## src/rtl/reorder_buffer.sv

```systemverilog
// In-order retirement buffer: records displaced physical D/S registers per dispatched
// instruction and returns them as one-hot masks to the free list when the entry retires.
module reorder_buffer #(
   parameter int NUM_ENTRIES = 16,
   parameter int NUM_D_REG   = 32,
   parameter int NUM_S_REG   = 8
) (
   input  logic                           clk,
   input  logic                           n_rst,
   input  logic                           alloc_valid,
   input  logic                           alloc_use_rw,
   input  logic [$clog2(NUM_D_REG)-1:0]   alloc_prev_rw,
   input  logic                           alloc_use_rs,
   input  logic [$clog2(NUM_S_REG)-1:0]   alloc_prev_rs,
   output logic [$clog2(NUM_ENTRIES)-1:0] alloc_tag,
   output logic                           stall,
   input  logic                           complete_valid,
   input  logic [$clog2(NUM_ENTRIES)-1:0] complete_tag,
   output logic                           commit_valid,
   output logic [$clog2(NUM_ENTRIES)-1:0] commit_tag,
   output logic [NUM_D_REG-1:0]           return_r_list,
   output logic [NUM_S_REG-1:0]           return_s_list,
   output logic                           empty
);

   localparam int TW = $clog2(NUM_ENTRIES);
   localparam int CW = TW + 1;
   localparam int RW = $clog2(NUM_D_REG);
   localparam int SW = $clog2(NUM_S_REG);

   localparam logic [TW-1:0] TAG_ONE  = TW'(1);
   localparam logic [CW-1:0] CNT_ONE  = CW'(1);
   localparam logic [CW-1:0] CNT_FULL = CW'(NUM_ENTRIES);

   logic [TW-1:0]          head;
   logic [TW-1:0]          tail;
   logic [CW-1:0]          count;
   logic [NUM_ENTRIES-1:0] valid;
   logic [NUM_ENTRIES-1:0] done;
   logic [NUM_ENTRIES-1:0] use_rw;
   logic [NUM_ENTRIES-1:0] use_rs;
   logic [RW-1:0]          prev_rw [NUM_ENTRIES];
   logic [SW-1:0]          prev_rs [NUM_ENTRIES];

   logic full;
   logic alloc_ok;

   assign full         = (count == CNT_FULL);
   assign alloc_ok     = alloc_valid & ~full;
   assign stall        = alloc_valid & full;
   assign empty        = (count == '0);
   assign alloc_tag    = tail;
   assign commit_tag   = head;
   assign commit_valid = (count != '0) & valid[head] & done[head];

   always_comb begin
      return_r_list = '0;
      return_s_list = '0;
      if (commit_valid && use_rw[head]) return_r_list[prev_rw[head]] = 1'b1;
      if (commit_valid && use_rs[head]) return_s_list[prev_rs[head]] = 1'b1;
   end

   // Assignment order matters: completion, then the head clear on commit, then the
   // tail write. Tail can only equal head with a commit when the buffer is full, and
   // allocation is refused then, so the commit clear and the tail write never collide.
   always_ff @(posedge clk) begin
      if (!n_rst) begin
         head  <= '0;
         tail  <= '0;
         count <= '0;
         valid <= '0;
         done  <= '0;
      end else begin
         if (complete_valid && valid[complete_tag]) done[complete_tag] <= 1'b1;

         if (commit_valid) begin
            valid[head] <= 1'b0;
            done[head]  <= 1'b0;
            head        <= head + TAG_ONE;
         end

         if (alloc_ok) begin
            valid[tail]   <= 1'b1;
            done[tail]    <= 1'b0;
            use_rw[tail]  <= alloc_use_rw;
            prev_rw[tail] <= alloc_prev_rw;
            use_rs[tail]  <= alloc_use_rs;
            prev_rs[tail] <= alloc_prev_rs;
            tail          <= tail + TAG_ONE;
         end

         case ({alloc_ok, commit_valid})
            2'b10:   count <= count + CNT_ONE;
            2'b01:   count <= count - CNT_ONE;
            default: count <= count;
         endcase
      end
   end

endmodule

```

## config.mk

```make
export PLATFORM = sky130hd
export DESIGN_NAME = reorder_buffer
export DESIGN_NICKNAME = d
export VERILOG_FILES = /design/src/rtl/reorder_buffer.sv
export SDC_FILE = /design/constraint.sdc
export NUM_CORES = 1
export LEC_CHECK = 0
export ABC_AREA = 0
export CAP_MARGIN = 25
export CORE_ASPECT_RATIO = 0.6
export CORE_MARGIN = 1
export CORE_UTILIZATION = 47
export DETAILED_ROUTE_END_ITERATION = 6
export PLACE_DENSITY = 0.68
export SYNTH_ARGS = -nofsm -noshare
export SYNTH_HDL_FRONTEND = slang
export SYNTH_SLANG_ARGS = --single-unit
```

## constraint.sdc

```tcl
create_clock -name clk -period 9.4 [get_ports clk]
set_clock_uncertainty 0.1 [all_clocks]
set_input_delay 1.88 -clock clk [delete_from_list [all_inputs] [get_ports clk]]
set_output_delay 1.88 -clock clk [all_outputs]
set_load 0.01 [all_outputs]
```

==> impl_metrics.yaml, run 1 <==
run_status:
  status: "completed"
logic_synthesis:
  syn_inst: 639
  syn_area_um2: 9345
  synth_async_sr_flop_share: 0
  synth_fp_nets: 668
  synth_edf_count: 160
  synth_top_cell_by_area: "edfxtp_1"
  synth_cell_types: 63
  ys_seq_area_frac: 0.6191
  synth_top_cell_area_share: 0.5141
  synth_top_cells_by_area: "edfxtp_1 51%, dfxtp_1 10%, mux4_2 9.9%"
  synth-main-ff-cell: "edfxtp_1"
  synth_warnings: 0
  ys_seq_elements: 209
  syn_area_per_cell_um2: 14.62
setup_path:
  crit_type: "register to output pin"
  cp_data_arrival_time_ns: 3.89
  crit_path_max_fanout: 17
  endpoint_kind: "output pin"
  cpPeakStageDelay_ns: 0.74
  crit_buf_inv: 3
  slowest_stage: "dfxtp_2"
  path_cells: "buf_16 > mux4_2 > a22o_1 > a221oi_1 > buf_2 > nand2b_1 > nor4_1 > clkdlybuf4s50_1"
  cp-start-kind: "register"
  required_ns: 7.42
  crit_family: "buffers and inverters"
clocking:
  htreeDepth: 1
  hold_buffers: 0
  cts_tree: "done"
  insertion_delay_ns: 0.49
  postCtsSetupRepairBufs: 0
  cts-root-buf: "clkbuf_16"
  cts_made_buffers: 20
  clk_pin_slew_worst_paths_ns: 0.06
  ctsResizeCount: 0
  cts_buffer_depth: 3
  clock-sinks: 209
route:
  routedWlPerCell_um: 23.27
  ant_nets: 0
  vias: 6118
  dr.first_iter.drc_count: 622
  routed_wl_mm: 22.94
  drcViolationCount: 0
  dr.pass1.iters: 5
  viasPerCell: 6.205
sta:
  worstMarginPinSlew_ns: 1.057
  relSlewSlack: 0.2952
  drv_slew: 0
  rsz0062_at_grt: "no"
  period_share: 0.6240
  fmax_ghz: 0.1705
  hold_viol: 0
  setup_viol: 0
  setup_tns_ns: 0
  min_period_ns: 5.865
global_routing:
  grt_pass1_wl_mm: 34.49
  grt_max_degree: 43
  grt_use_total: 0.2277
  grt_pass1_vias: 5809
  grt_overflow: 0
  antenna_found_initial: 0
min_path:
  holdCritPathClass: "register to register"
floorplanning:
  io_pins: 69
  initial_core_util: 0.4861
  die_width_um: 184.0
  core_um2: 19230
  die_h_um: 111.2
  dieArea_um2: 20470
  placementRows: 39
place:
  place_congestion: 0.8822
  placed_area_um2: 10310
  io_buffers: 68
  dpl.hpwl_mm: 15.29
power:
  p_total_mw: 1.874
  powerDensity_nw_per_um2: 171.1
  power_leakage_nw: 3.484
  vdd_drop_max_v: 0.00009690
layout:
  drive_gt1_frac: 0.1500
  area_growth_pct: 17.25
  final_area_um2: 10960
  nNetsFinal: 736
  antenna_cells: 0
run:
  cap_violations: 0
==> worst register-to-register path, cell delays in order, from the launching register on <==
cell,delay (ns)
dfxtp_1,0.74
mux2_2,0.28
o221ai_1,0.13
nor2_1,0.62
o211a_1,0.54
ha_1,0.39
xor2_1,0.11
ha_1,0.19
a21oi_1,0.28
o22ai_1,0.13
a222oi_1,0.42
or3_1,0.16
a21oi_1,0.06
==> cells in the final DEF, fill, tap and decap left out, types with 6 or more instances in the layout <==
master,instances
nor3_1,36
nor4_1,8
mux4_1,9
ha_1,11
nand3_1,11
a22o_1,6
a21oi_1,27
nand3b_1,7
mux2i_1,20
or2_2,6
buf_4,15
mux4_2,41
clkdlybuf4s50_1,68
nand2b_1,10
inv_1,15
nor2_1,40
o221ai_1,15
clkbuf_16,21
nand2_1,13
edfxtp_1,160
a31oi_1,9
o21ai_0,18
clkbuf_1,7
dfxtp_1,48
==> worst paths after layout <==
| check | start | endpoint | slack [ns] | cells after the start |
|---|---|---|---|---|
| min | done[0] | done[0] | 0.44 | 2 |
| max | register | return_r_list[23] | 3.53 | 8 |
| min reg2reg | done[0] | done[0] | 0.44 | 2 |
| max reg2reg | commit_tag[2] | count[4] | 5.13 | 12 |
==> registers in the layout (all words and copies together), names as in the netlist, named ones only <==
register    cells
alloc_tag       4
commit_tag      4
count           5
done           16
prev_rs        48
prev_rw        80
use_rs         16
use_rw         16
valid          16
==> layout make-up <==
class,count,area [um2]
fill,1481,8269
sequential,209,5787
multi-input combinational,374,3309
timing repair buffer,86,830.8
clock buffer,28,551.8
tap,266,332.8
clock inverter,7,85.08
inverter,16,60.06
==> per-stage QoR <==
stage	worst slack (ns)	cells	utilization	hold slack [ns]
2_1_floorplan	5.037	639	-	0.3742
3_3_place_gp	3.608	948	0.5348	0.3950
3_5_place_dp	3.662	949	0.5362	0.4091
4_1_cts	3.139	984	0.5694	0.4261
5_1_grt	3.247	986	0.5699	0.4432
6_report	3.535	986	0.5699	0.4386
==> layer usage <==
metal  GRT usage  up-vias  share of wire
met2      0.3242      312           0.44
met5           0        -              0
met3     0.07162       36           0.11
met4     0.04778        0          0.016
li1            -     2693              -
met1      0.3412     3077           0.44
==> power breakdown <==
part | total, mW | internal (mW) | switching, mW
logic | 0.0751 | 0.0266 | 0.0485
clock network | 0.794 | 0.465 | 0.329
registers | 1.01 | 1.00 | 0.00490
==> cell usage after synthesis, drive strengths merged, types with 3 or more instances <==
cell / instances
or2: 7
nand2b: 10
o2111ai: 3
a31o: 3
o221ai: 15
mux2i: 20
and2: 5
buf: 16
nand3b: 7
and3: 3
a221oi: 4
nand4: 4
edfxtp: 160
ha: 11
a21oi: 28
or3: 4
nor3b: 5
inv: 15
a22oi: 5
nor2: 43
nor4b: 7
nor2b: 5
xor2: 5
nor3: 37
o211ai: 5
a31oi: 9
nand3: 11
nand2: 13
o21ai: 20
nor4: 8
mux4: 50
dfxtp: 49
a22o: 6
clkbuf: 24
==> cell families (layout without fill, tap and decap cells) <==
| logic type | after synthesis | after routing | share of synthesized area |
|---|---|---|---|
| flops | 209 | 209 | 0.6191 |
| simple gates | 174 | 174 | 0.1024 |
| compound gates | 110 | 110 | 0.08101 |
| mux | 72 | 72 | 0.1479 |
| buf+inv | 56 | 137 | 0.02825 |
| fa+ha+maj | 11 | 11 | 0.01473 |
| xor+xnor | 7 | 7 | 0.006561 |
Power figures use the tool's default switching activity.
==> run 2: changes to the inputs <==
--- a/config.mk
+++ b/config.mk
@@ -11,7 +11,7 @@
 export CORE_MARGIN = 1
 export CORE_UTILIZATION = 47
 export DETAILED_ROUTE_END_ITERATION = 6
-export PLACE_DENSITY = 0.68
+export PLACE_DENSITY = 0.71
 export SYNTH_ARGS = -nofsm -noshare
 export SYNTH_HDL_FRONTEND = slang
 export SYNTH_SLANG_ARGS = --single-unit
==> constraint.sdc (replaced) <==
create_clock -name clk -period 4.8 [get_ports clk]
set_clock_uncertainty 0.1 [all_clocks]
set_input_delay 0.96 -clock clk [delete_from_list [all_inputs] [get_ports clk]]
set_output_delay 0.96 -clock clk [all_outputs]
set_load 0.01 [all_outputs]
==> impl_metrics.yaml, run 2 (synthesis gave the netlist of run 1 again) <==
place:
  dpl.hpwl_mm: 15.73
  place_congestion: 0.9348
  io_buffers: 68
  dp_slack_ns: 0.3883
run:
  cap_violations: 0
global_routing:
  grt_use_met3: 0.05223
  grt_overflow: 0
  top_usage_layer: "met2"
  grt_use_total: 0.2356
  grt_max_degree: 43
  grt_pass1_vias: 6040
  grt_pass1_wl_mm: 35.66
  antenna_found_initial: 0
  grt_use_met2: 0.3530
  met1_usage: 0.3508
sta:
  drv_slew: 0
  worstMarginPinSlew_ns: 0.9810
  setup_tns_ns: 0
  rsz0062_at_grt: "no"
  relSlewSlack: 0.3409
  period_share: 0.9577
  hold_viol: 0
  min_period_ns: 4.597
  fmax_ghz: 0.2175
  timing.hold.ws_ns: 0.4474
  setup_slack_ns: 0.2031
  setup_viol: 0
power:
  powerDensity_nw_per_um2: 331.3
  vdd_drop_max_v: 0.0002228
  power_leakage_nw: 3.551
route:
  vias: 6210
  drcViolationCount: 0
  routed_wl_mm: 23.40
  dr.pass1.iters: 5
  viasPerCell: 6.222
  routedWlPerCell_um: 23.45
  ant_nets: 0
  dr.first_iter.drc_count: 819
clocking:
  htreeDepth: 1
  cts_tree: "done"
  clk_pin_slew_worst_paths_ns: 0.06
  clock-sinks: 209
  cts_made_buffers: 20
  cts-root-buf: "clkbuf_16"
  insertion_delay_ns: 0.50
  cts_buffer_depth: 3
  postCtsSetupRepairBufs: 0
setup_path:
  required_ns: 3.74
  endpoint_kind: "output pin"
  cp_data_arrival_time_ns: 3.54
  crit_type: "register to output pin"
  reg2reg_from: "commit_tag[2]"
  crit_path_max_fanout: 16
  cp-start-kind: "register"
  reg2regPathDepth: 12
  reg2reg_to: "count[4]"
  reg2reg_slack_ns: 0.69
layout:
  drive_gt1_frac: 0.1680
  largest_reg_flops: 80
  antenna_cells: 0
  top_regs: "prev_rw: 80 flops, prev_rs: 48 flops"
  area_growth_pct: 18.26
  largest-register: "prev_rw"
  mostFrequentLayoutCell: "edfxtp_1"
  nNetsFinal: 748
  fin_util: 0.5748
  final_cell_mix: "160 x edfxtp_1, 68 x clkdlybuf4s50_1, 46 x dfxtp_1"
floorplanning:
  die_width_um: 184.0
  initial_core_util: 0.4861
  die_h_um: 111.2
  placementRows: 39
  io_pins: 69
  dieArea_um2: 20470
  core_um2: 19230
min_path:
  holdPathStages: 1
  holdCritPathClass: "register to register"
  worstHoldStart: "valid[3]"
  worstHoldEndpoint: "valid[3]"
run_status:
  status: "completed"
run 2: cell count changes in the layout (fill, tap and decap cells not counted), moves of 2 or more:
cell	delta
dfxtp_2	+2
buf_2	-2
clkbuf_8	+2
nor2_2	-2
buf_4	+13
dfxtp_1	-2
nor2_1	+2
clkbuf_1	-2
run 2: report_power, final:
group / total [mW] / internal [mW] / switching [mW] / leakage (nW)
registers: 1.97 / 1.96 / 0.00989 / 1.84
clock network: 1.54 / 0.889 / 0.655 / 0.314
logic: 0.149 / 0.0552 / 0.0935 / 1.40
run 2: worst max-delay path: stages (launching register included):
cell and delay [ns]:
dfxtp_2 0.48, buf_4 0.28, mux4_2 0.51, a22o_1 0.26
a221o_1 0.49, nor4b_1 0.40, clkdlybuf4s50_1 0.60
run 2: worst max-delay path by stage:
| stage | startpoint | to | slack, ns | depth (start not counted) |
|---|---|---|---|---|
| finish | register | return_r_list[13] | 0.20 | 6 |
| floorplan | commit_tag[0] | count[4] | 1.20 | 14 |
| CTS | commit_tag[1] | return_s_list[5] | 0.04 | 6 |
| global route | register | return_r_list[13] | 0.006 | 7 |
| global placement | commit_tag[1] | return_r_list[20] | 0.38 | 8 |
| detailed placement | commit_tag[1] | return_s_list[5] | 0.39 | 6 |
run 2: repair_timing:
action | CTS | global route
hold buffers | 0 | 0
gates cloned | 0 | 0
gates resized for setup | 1 | 4
setup endpoints to repair | 36 | 37
run 2: through the flow:
step / cell area, um2 / power, mW / cells
2_1_floorplan: 9345 / 2.082 / 639
3_3_place_gp: 10400 / 2.146 / 963
3_5_place_dp: 10400 / 2.153 / 963
4_1_cts: 11040 / 3.679 / 998
5_1_grt: 11050 / 3.762 / 998
6_report: 11050 / 3.662 / 998
run 2: layout make-up:
cell class,count,area [um2]
well taps,266,332.8
inverters,16,60.06
fillers,1511,8174
clock buffers,28,571.8
clock inverters,7,66.31
flip-flops and latches,209,5789
repair buffers,98,922.1
multi-input cells,374,3309
run 2: layer usage:
layer,share of wire,vias to the layer above
met5,0,-
met4,0.019,0
met3,0.10,42
met2,0.44,356
met1,0.44,3108
li1,-,2704
==> run 3: changes to the inputs <==
--- a/config.mk
+++ b/config.mk
@@ -11,7 +11,9 @@
 export CORE_MARGIN = 1
 export CORE_UTILIZATION = 47
 export DETAILED_ROUTE_END_ITERATION = 6
-export PLACE_DENSITY = 0.71
+export DONT_BUFFER_PORTS = 1
+export PLACE_DENSITY = 0.66
+export SLEW_MARGIN = 20
 export SYNTH_ARGS = -nofsm -noshare
 export SYNTH_HDL_FRONTEND = slang
 export SYNTH_SLANG_ARGS = --single-unit
==> impl_metrics.yaml, run 3 (synthesis gave the netlist of run 1 again) <==
setup_path:
  cp_data_arrival_time_ns: 3.53
  cp-start-kind: "register"
  reg2regPathDepth: 12
  cpPeakStageDelay_ns: 0.81
  path_cells: "nor2_1 > a32o_1 > nor3_1 > o2111ai_2 > buf_4 > nor4b_1 > buf_4"
  reg2reg_slack_ns: 0.55
  cp.depth: 7
  crit_path_frequent_cell: "buf_4"
  crit_family: "simple AND/OR/NAND/NOR gates"
  crit_buf_inv: 2
  endpoint_kind: "output pin"
  crit_type: "register to output pin"
  reg2reg_to: "count[4]"
  slowest_stage: "dfxtp_1"
  reg2reg_from: "commit_tag[2]"
  crit_path_max_fanout: 32
  required_ns: 3.74
clocking:
  cts_buffer_depth: 3
  ctsResizeCount: 0
  postCtsSetupRepairBufs: 0
  clock-sinks: 209
  cts_made_buffers: 20
  insertion_delay_ns: 0.50
  htreeDepth: 1
  clk_pin_slew_worst_paths_ns: 0.07
  cts-root-buf: "clkbuf_16"
  cts_tree: "done"
  hold_buffers: 0
power:
  powerDensity_nw_per_um2: 351.8
  vdd_drop_max_v: 0.0002316
  p_sw_mw: 0.7338
  p_total_mw: 3.632
  internal_power_mw: 2.898
  clock_power_share: 0.431
  power_leakage_nw: 3.276
  p_sw_frac: 0.2020
  p_seq_frac: 0.542
  power_frac_comb: 0.027
sta:
  hold_viol: 0
  worstMarginPinSlew_ns: 1.042
  rsz0062_at_grt: "no"
  setup_slack_ns: 0.2126
  fmax_ghz: 0.2180
  min_period_ns: 4.587
  setup_viol: 0
  relSlewSlack: 0.3021
  period_share: 0.9557
  drv_slew: 0
  setup_tns_ns: 0
layout:
  final_cell_mix: "160 x edfxtp_1, 48 x dfxtp_1, 41 x mux4_2"
  antenna_cells: 0
  area_growth_pct: 10.48
  nNetsFinal: 674
  drive_gt1_frac: 0.1791
  fin_util: 0.5370
  top_regs: "prev_rw: 80 flops, prev_rs: 48 flops"
  largest_reg_flops: 80
  largest-register: "prev_rw"
  mostFrequentLayoutCell: "edfxtp_1"
floorplanning:
  dieArea_um2: 20470
  placementRows: 39
  core_um2: 19230
  io_pins: 69
  initial_core_util: 0.4861
  die_h_um: 111.2
  die_width_um: 184.0
route:
  dr.pass1.iters: 5
  viasPerCell: 6.377
  drcViolationCount: 0
  dr.first_iter.drc_count: 681
  routedWlPerCell_um: 24.94
  ant_nets: 0
  vias: 5899
  routed_wl_mm: 23.07
global_routing:
  grt_use_total: 0.2299
  grt_max_degree: 43
  grt_pass1_vias: 5677
  antenna_found_initial: 0
  grt_overflow: 0
  grt_pass1_wl_mm: 34.76
place:
  dpl.hpwl_mm: 15.48
  dp_slack_ns: 0.6599
  io_buffers: 0
  place_congestion: 0.9525
run:
  cap_violations: 0
min_path:
  worstHoldStart: "valid[11]"
  worstHoldEndpoint: "valid[11]"
  holdPathStages: 1
  holdCritPathClass: "register to register"
run_status:
  status: "completed"
==> run 3: how the worst max path moves through the flow <==
stage / startpoint / end
6_report: commit_tag[2] / return_r_list[15]
5_1_grt: commit_tag[0] / return_r_list[15]
4_1_cts: commit_tag[2] / return_r_list[15]
3_5_place_dp: commit_tag[0] / count[4]
3_3_place_gp: commit_tag[2] / count[4]
2_1_floorplan: commit_tag[0] / count[4]
==> run 3: power groups by stage <==
stage | combinational [mW] | sequential [mW] | clock [mW]
after floorplan | 0.0779 | 2.00 | 0
after global placement | 0.0904 | 2.01 | 0
after detailed placement | 0.0945 | 2.01 | 0
after CTS | 0.0948 | 1.97 | 1.57
after global routing | 0.105 | 1.97 | 1.66
final | 0.0970 | 1.97 | 1.57
==> run 3: stage by stage <==
stage	instances	hold WS [ns]	instance area, um2
6_report	925	0.4334	10320
5_1_grt	925	0.4392	10320
4_1_cts	924	0.4317	10310
3_5_place_dp	888	0.4150	9667
3_3_place_gp	888	0.4001	9667
2_1_floorplan	639	0.3742	9345
==> run 3: metal layers <==
layer / GRT usage / routed length (um)
met1: 0.3460 / 10330
met2: 0.3343 / 10110
met3: 0.06636 / 2362
met4: 0.03833 / 265
met5: 0 / 0
==> run 3: worst register-to-register path: stages (launching register included) <==
cell and delay (ns):
dfxtp_1 0.81, nor2_1 0.15, a32o_1 0.34, nor3_1 0.51, o211a_1 0.50, ha_1 0.38, xor2_1 0.13, ha_1 0.19
a21oi_1 0.23, o22ai_1 0.14, a222oi_1 0.40, or3_1 0.16, a21oi_1 0.06
==> run 3: layout make-up <==
| cell class | count | area, um2 |
|---|---|---|
| Timing Repair Buffer | 24 | 183.9 |
| Multi-Input combinational cell | 374 | 3314 |
| Clock buffer | 30 | 589.3 |
| Tap cell | 266 | 332.8 |
| Fill cell | 1573 | 8901 |
| Inverter | 16 | 60.06 |
| Sequential cell | 209 | 5787 |
| Clock inverter | 6 | 57.56 |
==> RTL change 1, RTL diff (config.mk and constraints of run 1) <==
Set the parameter `NUM_S_REG` to 16 (it was 8).
--- a/src/rtl/reorder_buffer.sv
+++ b/src/rtl/reorder_buffer.sv
@@ -5,3 +5,3 @@
    parameter int NUM_D_REG   = 32,
-   parameter int NUM_S_REG   = 8
+   parameter int NUM_S_REG   = 16
 ) (
Interface: changed (resized alloc_prev_rs and return_s_list); port bits go from 69 to 78. The function was not compared with the original's and may differ.
==> RTL change 1 against run 1 <==
Clock power is 13% higher. Synthesized area is 7.4% higher. Count of clock-buffer cells in the layout stayed put. Routed wire length is 11% higher. Power is 9.9% higher. Setup slack better by 0.021 ns. Sequential share of layout area is 0.21 points higher. Design area is 7.9% higher. Sequential cell count is 16 higher. Die area is 7.3% higher.
==> RTL change 1: results (changes against run 1) <==
Met1 Use GR -> 37.0% (+2.9 points)
Register area share after synthesis -> 62.5% (+0.54 points)
Hold Slack -> 0.395 ns (-0.0433 ns)
Internal reg-to-reg setup slack -> 5.41 ns (+0.28 ns)
# placed instances -> 1015 (+7.0%)
Vias -> 6536 (+6.8%)
Commonest cells in the netlist -> 176 x edfxtp_1, 49 x dfxtp_1, 42 x mux4_2, 38 x nor2_1, 33 x nor4_1
Worst flop-to-flop path startpoint -> commit_tag[0]$_SDFFE_PN0N_
Hpwl dp -> 17000 um (+11%)
First-pass GRT wire length -> 38300 um (+11%)
Share of layout cells above drive strength 1 -> 14.0% (-0.95 points)
Shortest period the worst path allows -> 5.84 ns (-0.0213 ns)
Tot GR Track Use -> 23.6% (+0.86 points)
Final net count -> 799 (+8.6%)
Met3 wire len -> 2410 um (-0.70%)
Cts bufs inserted -> 22 (+10%)
P per Cell Area -> 174 nW/um2 (+1.9%)
End of the worst hold path -> count[3]$_SDFFE_PN0P_
Routed wl met2 -> 10500 um (+5.1%)
Sequential power share -> 52.6% (-1.0 points)
Ranking of synthesized cells by area -> edfxtp_1 53%, dfxtp_1 9.8%, mux4_2 9.4%
DP Worst Slack -> 4.01 ns (+0.351 ns)
Routability cong. -> 0.899 (+1.9%)
Syn_nets -> 720 (+7.8%)
Metal1 wirelength -> 12100 um (+20%)
Cell internal pwr -> 1640 uW (+10%)
Outcome -> finished clean
Peak VDD IR -> 0.000141 V (+46%)
Worst slew margin -> 32.6% (+3.1 points)
Number of flops mapped to enable cells by yosys -> 176 (+10%)
Final Non-Filler Cells -> 1056 (+7.1%)
Critical-path top delay cell -> mux4_1
Vias in the first global route -> 6245 (+7.5%)
DP Area -> 11100 um2 (+7.3%)
DR WL/cell -> 24.0 um (+3.3%)
Crit-path max FO -> 36 (+19)
==> RTL change 1: changes by cell type in the layout (fill, tap and decap cells not counted), sizes merged, moves of 4 or more <==
cell                  run 1  this run
clkdlybuf4s50            68        77
nand2                    13        32
nor2b                     5        12
o221ai                   15         8
o21ai                    20        27
edfxtp                  160       176
nor3                     37        21
nor2                     43        38
nor4b                     7         0
a211oi                    2         6
nor4                      8        33
inv                      15        19
nand3b                    7         3
==> RTL change 1: area by class of cell <==
type                       instances  area (um2)  share of cell area [%]
clock buffer                      28         604                    5.11
clock inverter                    11         130                    1.10
inverter                          19        71.3                   0.603
multi-input combinational        406        3500                    29.6
sequential                       225        6270                    53.0
tap                              273         342                    2.89
timing repair buffer              94         906                    7.66
==> RTL change 1: cell families after synthesis <==
family,synth area share [%]
AO/OA/AOI/OAI,8.70
XOR/XNOR,0.524
adder cells (fa/ha/maj),1.50
buffers and inverters,2.73
flip-flops,62.5
multiplexers,14.0
AND/OR/NAND/NOR,10.1
==> RTL change 2, RTL diff (config.mk and constraints of run 1) <==
Without the edit above. Compare `count` against `CNT_FULL` with >= in place of ==.
--- a/src/rtl/reorder_buffer.sv
+++ b/src/rtl/reorder_buffer.sv
@@ -47,3 +47,3 @@
 
-   assign full         = (count == CNT_FULL);
+   assign full         = (count >= CNT_FULL);
    assign alloc_ok     = alloc_valid & ~full;
Behaviour: no difference found for any inputs over 4 cycles, from zero or initial values and one cycle with n_rst low; that may be too few to reach the edited logic, so the function may still have changed.
==> RTL change 2 against run 1 <==
Synthesized area is 0.74% lower. Largest power group unchanged. Setup slack improved by 0.086 ns. Power down 1.2%. Sequential power is essentially flat. Sequential share of layout area up 0.40 points. Sequential cell count unchanged. Maximum frequency rose by 1.5%. Critical path depth is 2 lower. Count of clock-buffer cells in the layout down 1. Design area down 0.75%. Global-route usage down 0.21 points. Routed wire length is 1.4% lower.
==> RTL change 2: results (changes against run 1) <==
Outcome -> finished clean
Ant. Diodes -> 0 (unchanged)
Critical-path top delay cell -> a221oi_2
CP delay by family, top -> compound AO/OA/AOI/OAI gates
Max incr delay on CP -> 0.89 ns (+0.15 ns)
Register area share after synthesis -> 62.4% (+0.46 points)
Post-cts gate resize count -> 0 (unchanged)
YS warnings -> 0 (unchanged)
Reg clk slew, reported paths -> 0.06 ns (about the same)
Max clock buf depth -> 3 (unchanged)
Worst Tran Pin Value -> 1.22 ns (+0.158 ns)
Clock latency at the later pin of the worst-skew pair -> 0.49 ns (about the same)
Layout fillers -> 1492 (+0.74%)
Cell internal pwr -> 1470 uW (-1.5%)
Met1 Use GR -> 36.1% (+2.0 points)
Critical path class -> reg2out
Hpwl dp -> 14700 um (-3.9%)
Met3 usage -> 3.94% (-3.2 points)
Syn_nets -> 649 (-2.8%)
Tot GR Track Use -> 22.6% (-0.21 points)
Biggest regs -> prev_rw x80, prev_rs x48
Initial antenna violation count -> 0 (unchanged)
Final net count -> 718 (-2.4%)
Pre-antenna DRT Iters -> 5 (unchanged)
Root Driver -> clkbuf_16
Share of layout cells above drive strength 1 -> 18.8% (+3.8 points)
Post-synthesis mux area share -> 13.9% (-0.93 points)
Number of flops mapped to enable cells by yosys -> 160 (unchanged)
Distinct cells, synth -> 58 (-7.9%)
Synth Area in Adders -> 1.62% (+0.15 points)
Post-synthesis xor/xnor area fraction -> 0.566% (-0.090 points)
Vias per std cell -> 6.23 (+0.35%)
# port buffers -> 68 (unchanged)
Vias in the first global route -> 5760 (-0.84%)
Ys flop type -> edfxtp_1
Routed Antenna Nets -> 0 (unchanged)
Fraction of registers with async set/reset -> 0% (unchanged)
Hold_sp -> count[3]$_SDFFE_PN0P_
Htree depth -> 1 (unchanged)
Postcts setup bufs -> 0 (unchanged)
Hold Slack -> 0.393 ns (-0.0455 ns)
Crit-path max FO -> 32 (+15)
Met2 global-route usage -> 31.8% (-0.61 points)
Commonest cells in the netlist -> 160 x edfxtp_1, 49 x dfxtp_1, 49 x mux4_2, 31 x nand2_1, 24 x o21ai_0
Cts bufs inserted -> 20 (unchanged)
Compound-Gate Fraction of Synth Area -> 7.70% (-0.40 points)
Ranking of synthesized cells by area -> edfxtp_1 52%, mux4_2 12%, dfxtp_1 11%
DP Worst Slack -> 4.13 ns (+0.472 ns)
First-pass GRT wire length -> 34100 um (-1.1%)
Routed WL -> 22600 um (-1.4%)
Drt initial violations -> 717 (+15%)
Peak VDD IR -> 0.000130 V (+34%)
Worst flop-to-flop path startpoint -> commit_tag[1]$_SDFFE_PN0N_
Pin count of the biggest net entering global routing -> 55 (+28%)
Routability cong. -> 0.839 (-4.9%)
Hold crit path type -> reg2reg
Leakage -> 0.00336 uW (-3.5%)
-- RTL change 2: tightest hold or removal path: stages, from the launching register on --
cell and delay [ns]:
dfxtp_1 0.32, nand2_1 0.06, a21boi_0 0.06
-- RTL change 2: final timing paths --
check	depth (start not counted)	slack (ns)	to
setup / recovery	6	3.62	return_r_list[15]
hold / removal	2	0.39	count[3]$_SDFFE_PN0P_
setup reg to reg	13	5.17	count[4]$_SDFFE_PN0P_
hold reg to reg	2	0.39	count[3]$_SDFFE_PN0P_
-- RTL change 2: cell type report --
cell class | count | area share (%)
Sequential cell | 209 | 53.2
Multi-Input combinational cell | 359 | 30.0
Timing Repair Buffer | 86 | 7.64
Clock buffer | 27 | 5.13
Tap cell | 266 | 3.06
Clock inverter | 8 | 0.564
Inverter | 12 | 0.414
-- RTL change 2: through the flow --
step | instance area [um2] | std cells
after detailed placement | 10200 | 930
after global routing | 10900 | 967
after global placement | 10200 | 930
after CTS | 10800 | 965
final | 10900 | 967
after floorplan | 9280 | 619
-- RTL change 2: logic make-up (layout without fill, tap and decap cells) --
kind of cell               after synthesis  in the layout
DFF                                    209            209
AOI/OAI and AO/OA                       99             99
muxes                                   67             67
adders and majority gates               12             12
and+or+nand+nor                        175            175
xor gates and xnor gates                 6              6
buffers and inverters                   51            133
-- RTL change 2: power groups by stage --
stage | logic [uW] | registers [uW] | clock network (uW)
after CTS | 74.4 | 1000 | 781
final | 75.3 | 1010 | 772
after global placement | 70.6 | 1020 | 0
after detailed placement | 74.1 | 1020 | 0
after floorplan | 40.9 | 1020 | 0
after global routing | 81.4 | 1010 | 813
-- RTL change 2: layer usage --
layer  wire, um  up-vias  share of wire, %
li1           -     2601                 -
met1      10200     3053                45
met2       9750      327                43
met3       2330       40                10
met4        383        0               1.7
met5          0        -                 0
